**config.mk**
```make
export PLATFORM = sky130hd
export DESIGN_NAME = actuator_interlock
export DESIGN_NICKNAME = d
export VERILOG_FILES = /design/src/rtl/actuator_interlock.sv
export SDC_FILE = /design/constraint.sdc
export NUM_CORES = 1
export LEC_CHECK = 0
export BUFFER_PORTS_ARGS = -buffer_cell sky130_fd_sc_hd__buf_2
export CAP_MARGIN = 10
export CORE_ASPECT_RATIO = 1.75
export CORE_MARGIN = 3
export CORE_UTILIZATION = 35
export DETAILED_ROUTE_END_ITERATION = 7
export SYNTH_ARGS = -nofsm -noshare
export SYNTH_HDL_FRONTEND = slang
export SYNTH_SLANG_ARGS = --single-unit
```
**constraint.sdc**
```tcl
create_clock -name clk -period 2 [get_ports clk]
set_clock_uncertainty 0.1 [all_clocks]
set_input_delay 0.2 -clock clk [delete_from_list [all_inputs] [get_ports clk]]
set_output_delay 0.2 -clock clk [all_outputs]
set_load 0.02 [all_outputs]
```
**src/rtl/actuator_interlock.sv**
```systemverilog
// actuator_interlock
//   Safety interlock between the washer processor's fill/release/forward/
//   reverse strobes and the physical valves and drum motor. Opposing
//   actuators are mutually exclusive, motor direction changes pass through a
//   dead-time brake, everything is gated on door and water level, and a fill
//   valve held open too long latches a fault.
//
//   Ports
//     clk          in   clock, rising edge
//     rst          in   synchronous reset, active-high
//     req_fill     in   fill request
//     req_release  in   drain request
//     req_forward  in   drum forward request
//     req_reverse  in   drum reverse request
//     door_closed  in   1 = door closed and locked
//     level_full   in   1 = drum full
//     fault_clr    in   clears a latched fill-timeout fault
//     valve_fill   out  fill valve drive
//     valve_drain  out  drain valve drive
//     motor_fwd    out  motor forward drive
//     motor_rev    out  motor reverse drive
//     conflict     out  opposing requests seen in the same cycle
//     fault        out  latched fill-timeout fault
//
//   Motor FSM
//     state     | meaning
//     ST_IDLE   | motor off, waiting for a single-direction request
//     ST_FWD    | driving forward
//     ST_REV    | driving reverse
//     ST_BRAKE  | motor off for DEAD_TIME cycles, requests ignored
module actuator_interlock #(
   parameter int unsigned DEAD_TIME    = 8,
   parameter int unsigned FILL_TIMEOUT = 1000,
   parameter int unsigned CNT_WIDTH    = 16
) (
   input  logic clk,
   input  logic rst,
   input  logic req_fill,
   input  logic req_release,
   input  logic req_forward,
   input  logic req_reverse,
   input  logic door_closed,
   input  logic level_full,
   input  logic fault_clr,
   output logic valve_fill,
   output logic valve_drain,
   output logic motor_fwd,
   output logic motor_rev,
   output logic conflict,
   output logic fault
);

   typedef enum logic [1:0] {
      ST_IDLE  = 2'd0,
      ST_FWD   = 2'd1,
      ST_REV   = 2'd2,
      ST_BRAKE = 2'd3
   } motor_state_t;

   localparam logic [CNT_WIDTH-1:0] DEAD_LOAD = CNT_WIDTH'(DEAD_TIME - 1);
   localparam logic [CNT_WIDTH-1:0] FILL_LOAD = CNT_WIDTH'(FILL_TIMEOUT - 1);

   motor_state_t         state_q;
   motor_state_t         state_d;
   logic [CNT_WIDTH-1:0] dead_cnt_q;
   logic [CNT_WIDTH-1:0] dead_cnt_d;
   logic [CNT_WIDTH-1:0] fill_left_q;
   logic                 ok;
   logic                 fill_tc;

   assign ok = door_closed & ~fault;

   // Fill watchdog runs as a down-counter: it is reloaded every cycle the
   // valve is shut, so the terminal count is hit on the FILL_TIMEOUT-th
   // consecutive open cycle.
   assign fill_tc = valve_fill & (fill_left_q == '0);

   always_ff @(posedge clk) begin
      if (rst) begin
         state_q    <= ST_IDLE;
         dead_cnt_q <= '0;
      end else begin
         state_q    <= state_d;
         dead_cnt_q <= dead_cnt_d;
      end
   end

   always_comb begin
      state_d    = state_q;
      dead_cnt_d = dead_cnt_q;
      case (state_q)
         ST_IDLE: begin
            if (req_forward & ~req_reverse & ok) begin
               state_d = ST_FWD;
            end else if (req_reverse & ~req_forward & ok) begin
               state_d = ST_REV;
            end
         end
         ST_FWD: begin
            if (~req_forward | req_reverse | ~ok) begin
               state_d    = ST_BRAKE;
               dead_cnt_d = DEAD_LOAD;
            end
         end
         ST_REV: begin
            if (~req_reverse | req_forward | ~ok) begin
               state_d    = ST_BRAKE;
               dead_cnt_d = DEAD_LOAD;
            end
         end
         ST_BRAKE: begin
            if (dead_cnt_q != '0) begin
               dead_cnt_d = dead_cnt_q - 1'b1;
            end else begin
               state_d = ST_IDLE;
            end
         end
         default: begin
            state_d = ST_IDLE;
         end
      endcase
   end

   // Decoded straight from the state register, so the two drives can never
   // be high together.
   assign motor_fwd = (state_q == ST_FWD);
   assign motor_rev = (state_q == ST_REV);

   always_ff @(posedge clk) begin
      if (rst) begin
         valve_fill  <= 1'b0;
         valve_drain <= 1'b0;
         conflict    <= 1'b0;
      end else begin
         valve_fill  <= req_fill & ~req_release & door_closed & ~level_full & ~fault;
         valve_drain <= req_release & ~req_fill & ~fault;
         conflict    <= (req_fill & req_release) | (req_forward & req_reverse);
      end
   end

   // Counter is frozen while the fault is latched so it stays at terminal
   // count; it reloads once the fault is cleared and the valve has closed.
   always_ff @(posedge clk) begin
      if (rst) begin
         fill_left_q <= '0;
      end else if (!fault) begin
         if (!valve_fill) begin
            fill_left_q <= FILL_LOAD;
         end else if (fill_left_q != '0) begin
            fill_left_q <= fill_left_q - 1'b1;
         end
      end
   end

   always_ff @(posedge clk) begin
      if (rst) begin
         fault <= 1'b0;
      end else if (fault_clr) begin
         fault <= 1'b0;
      end else if (fill_tc) begin
         fault <= 1'b1;
      end
   end

endmodule

```
==> flow_metrics.env <==
export IMPL_outcome="finished with violations"
export IMPL_violated_checks="negative setup slack"
export IMPL_coreArea_um2=5630
export IMPL_ctsLongestPathBuffers=2
export IMPL_number_of_primary_i_o_pins=15
export IMPL_detailed_placement_hpwl_um=3930
export IMPL_totalPowerFinal_w=0.00425
export IMPL_worst_slew_pin_transition_ns=0.575
export IMPL_final_period_utilization_pct=109
export IMPL_area_of_the_die_um2=6860
export IMPL_first_iter_violations=82
export IMPL_tritoncts="yes"
export IMPL_clk_insertion_delay_late_ns=0.29
export IMPL_cp_cell_sequence="or4_4 -> nor4b_4 -> o2111ai_4 -> or4b_1 -> a21oi_1"
export IMPL_grt_first_pass_wirelength_um=9090
export IMPL_power_density_nw_per_um2=1460
export IMPL_gr_total_overflow=0
export IMPL_area_delta_synth_final_pct=41.7
export IMPL_drcViolationCount=0
export IMPL_cp_data_required_time_ns=2.13
export IMPL_nNetsFinal=320
export IMPL_static_leakage_power_nw=1.09
export IMPL_gr_usage_all_layers_pct=16.6
export IMPL_worst_r2r_path_depth=5
export IMPL_start_kind="register"
export IMPL_port_buffers=14
export IMPL_rsz0062_at_grt="yes"
export IMPL_worstHoldEndpoint="valve_drain$_SDFF_PP0_"
export IMPL_critPathCaptureType="register"
export IMPL_grt_pass1_vias=2127
export IMPL_cts_num_sinks=38
export IMPL_finalSetupViolCount=3
export IMPL_gp_congestion=0.857
export IMPL_vias=2051
export IMPL_grt_max_degree=20
export IMPL_first_pass_iters=4
export IMPL_root_buffer="sky130_fd_sc_hd__clkbuf_8"
export IMPL_worst_slack_ns=-0.175
export IMPL_worst_setup_hold_path_clk_slew_ns=0.07
export IMPL_filler_cell_count=555
export IMPL_synth_top_area_share_pct=37.1
export IMPL_ys_seq_area_share_pct=37.1
export IMPL_crit_arrival_ns=2.30
export IMPL_cts_htree_levels=2
export IMPL_maxCapViolations=0
export IMPL_postSynthNetCount=260
export IMPL_timing_hold_violations_final=0
export IMPL_synth_area_top_cells="sky130_fd_sc_hd__dfxtp_1 (37%), sky130_fd_sc_hd__nor2_1 (5.9%), sky130_fd_sc_hd__xnor2_1 (4.7%)"
export IMPL_initial_antenna_violation_count=0
export IMPL_synth_warning_count=0
export IMPL_die_width_um=63.9
export IMPL_layout_min_cycle_time_ns=2.17
export IMPL_average_cell_area_after_synthesis_um2=8.41
export IMPL_rows=36
export IMPL_synthDistinctLibCells=49
export IMPL_start_util_pct=36.5
export IMPL_postRouteWirelength_um=5400
export IMPL_cell_count_after_synthesis=244
export IMPL_critical_path_max_stage_delay_ns=0.55
export IMPL_detail_route_wl_per_cell_um=14.2
export IMPL_synth_enable_flop_cells=0
export IMPL_reg2reg_slack_ns=-0.17
export IMPL_holdCritStartpoint="req_release"
export IMPL_yosys_most_used_dff="sky130_fd_sc_hd__dfxtp_1"
export IMPL_dieHeight_um=107
export IMPL_synth_async_reset_ratio_pct=0
export IMPL_worst_slew_margin_rel_pct=61.4
export IMPL_worstReg2RegStart="dead_cnt_q[1]$_SDFFE_PP0P_"
export IMPL_timing_hold_worst_path_depth=2
export IMPL_antennaDiodeCount=0
export IMPL_critical_path_reg2reg_endpoint="dead_cnt_q[13]$_SDFFE_PP0P_"
export IMPL_numCtsBuffers=5
export IMPL_vdd_ir_drop_max_v=0.000566
export IMPL_final_max_slew_violation_count=0
export IMPL_worst_path_max_fanout=5
export IMPL_post_synth_top_area_cell="sky130_fd_sc_hd__dfxtp_1"
export IMPL_yosys_register_bits=38
export IMPL_hold_path_class="in2reg"
export IMPL_final_instance_count_excl_fill=380
export IMPL_detail_route_antenna_nets=0
export IMPL_place_detailed_instances=366
export IMPL_final_layout_size_suffix_gt1_share_pct=35.5
export IMPL_viasPerCell=5.40
export IMPL_synthesis_area_um2=2050
export IMPL_critical_path_slowest_cell="sky130_fd_sc_hd__or4_4"
export IMPL_fmax_mhz=460
export IMPL_path_class="reg2reg"
cells in the final DEF, fill, tap and decap left out, types with 4 or more instances in the layout:
| cell | netlist | routed |
|---|---|---|
| sky130_fd_sc_hd__nand4_1 | 4 | 4 |
| sky130_fd_sc_hd__nor2_1 | 32 | 32 |
| sky130_fd_sc_hd__nand3_1 | 5 | 5 |
| sky130_fd_sc_hd__buf_4 | 0 | 47 |
| sky130_fd_sc_hd__or3_1 | 5 | 5 |
| sky130_fd_sc_hd__dfxtp_1 | 38 | 33 |
| sky130_fd_sc_hd__ha_1 | 7 | 4 |
| sky130_fd_sc_hd__a211oi_1 | 7 | 6 |
| sky130_fd_sc_hd__inv_1 | 9 | 8 |
| sky130_fd_sc_hd__a21oi_1 | 16 | 12 |
| sky130_fd_sc_hd__nor4_2 | 1 | 4 |
| sky130_fd_sc_hd__nor3_1 | 8 | 8 |
| sky130_fd_sc_hd__clkbuf_8 | 0 | 5 |
| sky130_fd_sc_hd__buf_2 | 0 | 14 |
| sky130_fd_sc_hd__nor2b_1 | 4 | 4 |
| sky130_fd_sc_hd__dfxtp_2 | 0 | 5 |
| sky130_fd_sc_hd__xor2_1 | 4 | 4 |
| sky130_fd_sc_hd__xnor2_1 | 11 | 11 |
| sky130_fd_sc_hd__o21ai_0 | 8 | 5 |
| sky130_fd_sc_hd__nand4b_1 | 4 | 4 |
| sky130_fd_sc_hd__nand2_1 | 11 | 9 |
| sky130_fd_sc_hd__a2111oi_4 | 0 | 5 |
state kept, by name (all words and copies together) (netlist names):
register and cells:
valve_fill 1, fill_left_q 16, fault 1, conflict 1, valve_drain 1, dead_cnt_q 16
state_q 2
stage by stage:
step | TNS (ns) | worst slack (ns) | hold slack [ns] | area, µm² | utilization, %
after global routing | -0.754 | -0.259 | 0.108 | 2910 | 51.7
after detailed placement | -0.537 | -0.164 | 0.277 | 2600 | 46.2
final | -0.298 | -0.175 | 0.101 | 2910 | 51.7
after floorplan | -0.114 | -0.0791 | 0.179 | 2130 | -
after CTS | -0.530 | -0.168 | 0.0910 | 2730 | 48.4
after global placement | -0.216 | -0.126 | 0.271 | 2600 | 46.2
worst max path at each step:
stage / start / end / slack, ns / cells past startpoint
6_report: dead_cnt_q[1]$_SDFFE_PP0P_ / dead_cnt_q[13]$_SDFFE_PP0P_ / -0.17 / 5
5_1_grt: dead_cnt_q[1]$_SDFFE_PP0P_ / dead_cnt_q[13]$_SDFFE_PP0P_ / -0.26 / 5
4_1_cts: dead_cnt_q[1]$_SDFFE_PP0P_ / dead_cnt_q[13]$_SDFFE_PP0P_ / -0.17 / 5
3_5_place_dp: dead_cnt_q[0]$_SDFFE_PP0P_ / dead_cnt_q[13]$_SDFFE_PP0P_ / -0.16 / 5
3_3_place_gp: dead_cnt_q[0]$_SDFFE_PP0P_ / dead_cnt_q[13]$_SDFFE_PP0P_ / -0.13 / 5
2_1_floorplan: dead_cnt_q[8]$_SDFFE_PP0P_ / dead_cnt_q[13]$_SDFFE_PP0P_ / -0.08 / 5
Yosys cell counts, types with 2 or more instances:
cell,number
sky130_fd_sc_hd__nor2_1,32
sky130_fd_sc_hd__xor2_1,4
sky130_fd_sc_hd__xnor2_1,11
sky130_fd_sc_hd__nor4b_2,2
sky130_fd_sc_hd__a31oi_1,3
sky130_fd_sc_hd__inv_1,9
sky130_fd_sc_hd__ha_1,7
sky130_fd_sc_hd__nand4b_1,4
sky130_fd_sc_hd__a21oi_1,16
sky130_fd_sc_hd__nor3_1,8
sky130_fd_sc_hd__a2111oi_0,5
sky130_fd_sc_hd__nor2b_1,4
sky130_fd_sc_hd__and3b_1,2
sky130_fd_sc_hd__clkbuf_1,10
sky130_fd_sc_hd__and3_1,3
sky130_fd_sc_hd__o41ai_1,2
sky130_fd_sc_hd__o21ai_0,8
sky130_fd_sc_hd__nand4_1,4
sky130_fd_sc_hd__a211oi_1,7
sky130_fd_sc_hd__or4_1,2
sky130_fd_sc_hd__nand2b_1,4
sky130_fd_sc_hd__and4_1,2
sky130_fd_sc_hd__dfxtp_1,38
sky130_fd_sc_hd__a311oi_1,4
sky130_fd_sc_hd__o31ai_1,2
sky130_fd_sc_hd__nor4b_1,2
sky130_fd_sc_hd__nor4_1,6
sky130_fd_sc_hd__nand2_1,11
sky130_fd_sc_hd__nor3b_1,4
sky130_fd_sc_hd__nand3_1,5
sky130_fd_sc_hd__or3_1,5
worst max-delay path: cells and delay by family (launching register included):
| kind | cells | cell delay (ns) |
|---|---|---|
| flip-flops | 1 | 0.33 |
| AO/OA/AOI/OAI | 2 | 0.32 |
| AND/OR/NAND/NOR | 3 | 1.37 |
kinds of logic (layout without fill, tap and decap cells):
group           after synthesis  count (layout)  share of synthesized area (%)
simple gates                107             107                           29.9
xor+xnor                     15              15                           6.40
flops                        38              38                           37.1
buf+inv                      20              80                           3.66
mux                           1               1                          0.488
compound gates               56              56                           18.3
fa+ha+maj                     7               7                           4.27
report_power, final:
group,internal [W],total [W],switching [W]
clock network,0.000240,0.000500,0.000260
registers,0.000919,0.00105,0.000131
logic,0.00137,0.00270,0.00133
total,0.00253,0.00425,0.00172
timing repair:
| action | CTS | global route |
|---|---|---|
| endpoints found under the setup margin | 7 | 28 |
| resized for setup | 7 | 30 |
| pin swaps | 1 | 12 |
| hold buffers | 2 | 0 |
| endpoints found under the hold margin | 2 | 0 |
| buffers inserted | 1 | 5 |
metal layers:
layer / vias up / track usage, % / routed length, µm / part of all wire, %
met1: 991 / 14.8 / 2060 / 38
met5: - / 0 / 0 / 0
li1: 1025 / - / - / -
met4: 0 / 8.50 / 132 / 2.4
met2: 22 / 33.3 / 3120 / 58
met3: 13 / 3.34 / 89 / 1.6
area by class of cell:
cell class                      count  area (µm²)  share of cell area (%)
Multi-Input combinational cell    186        1470                    50.6
Sequential cell                    38         767                    26.4
Timing Repair Buffer               64         463                    15.9
Tap cell                           76        95.1                    3.27
Clock buffer                        7        76.3                    2.62
Inverter                            9        36.3                    1.25
No activity file was read; power rests on OpenSTA's default activity.
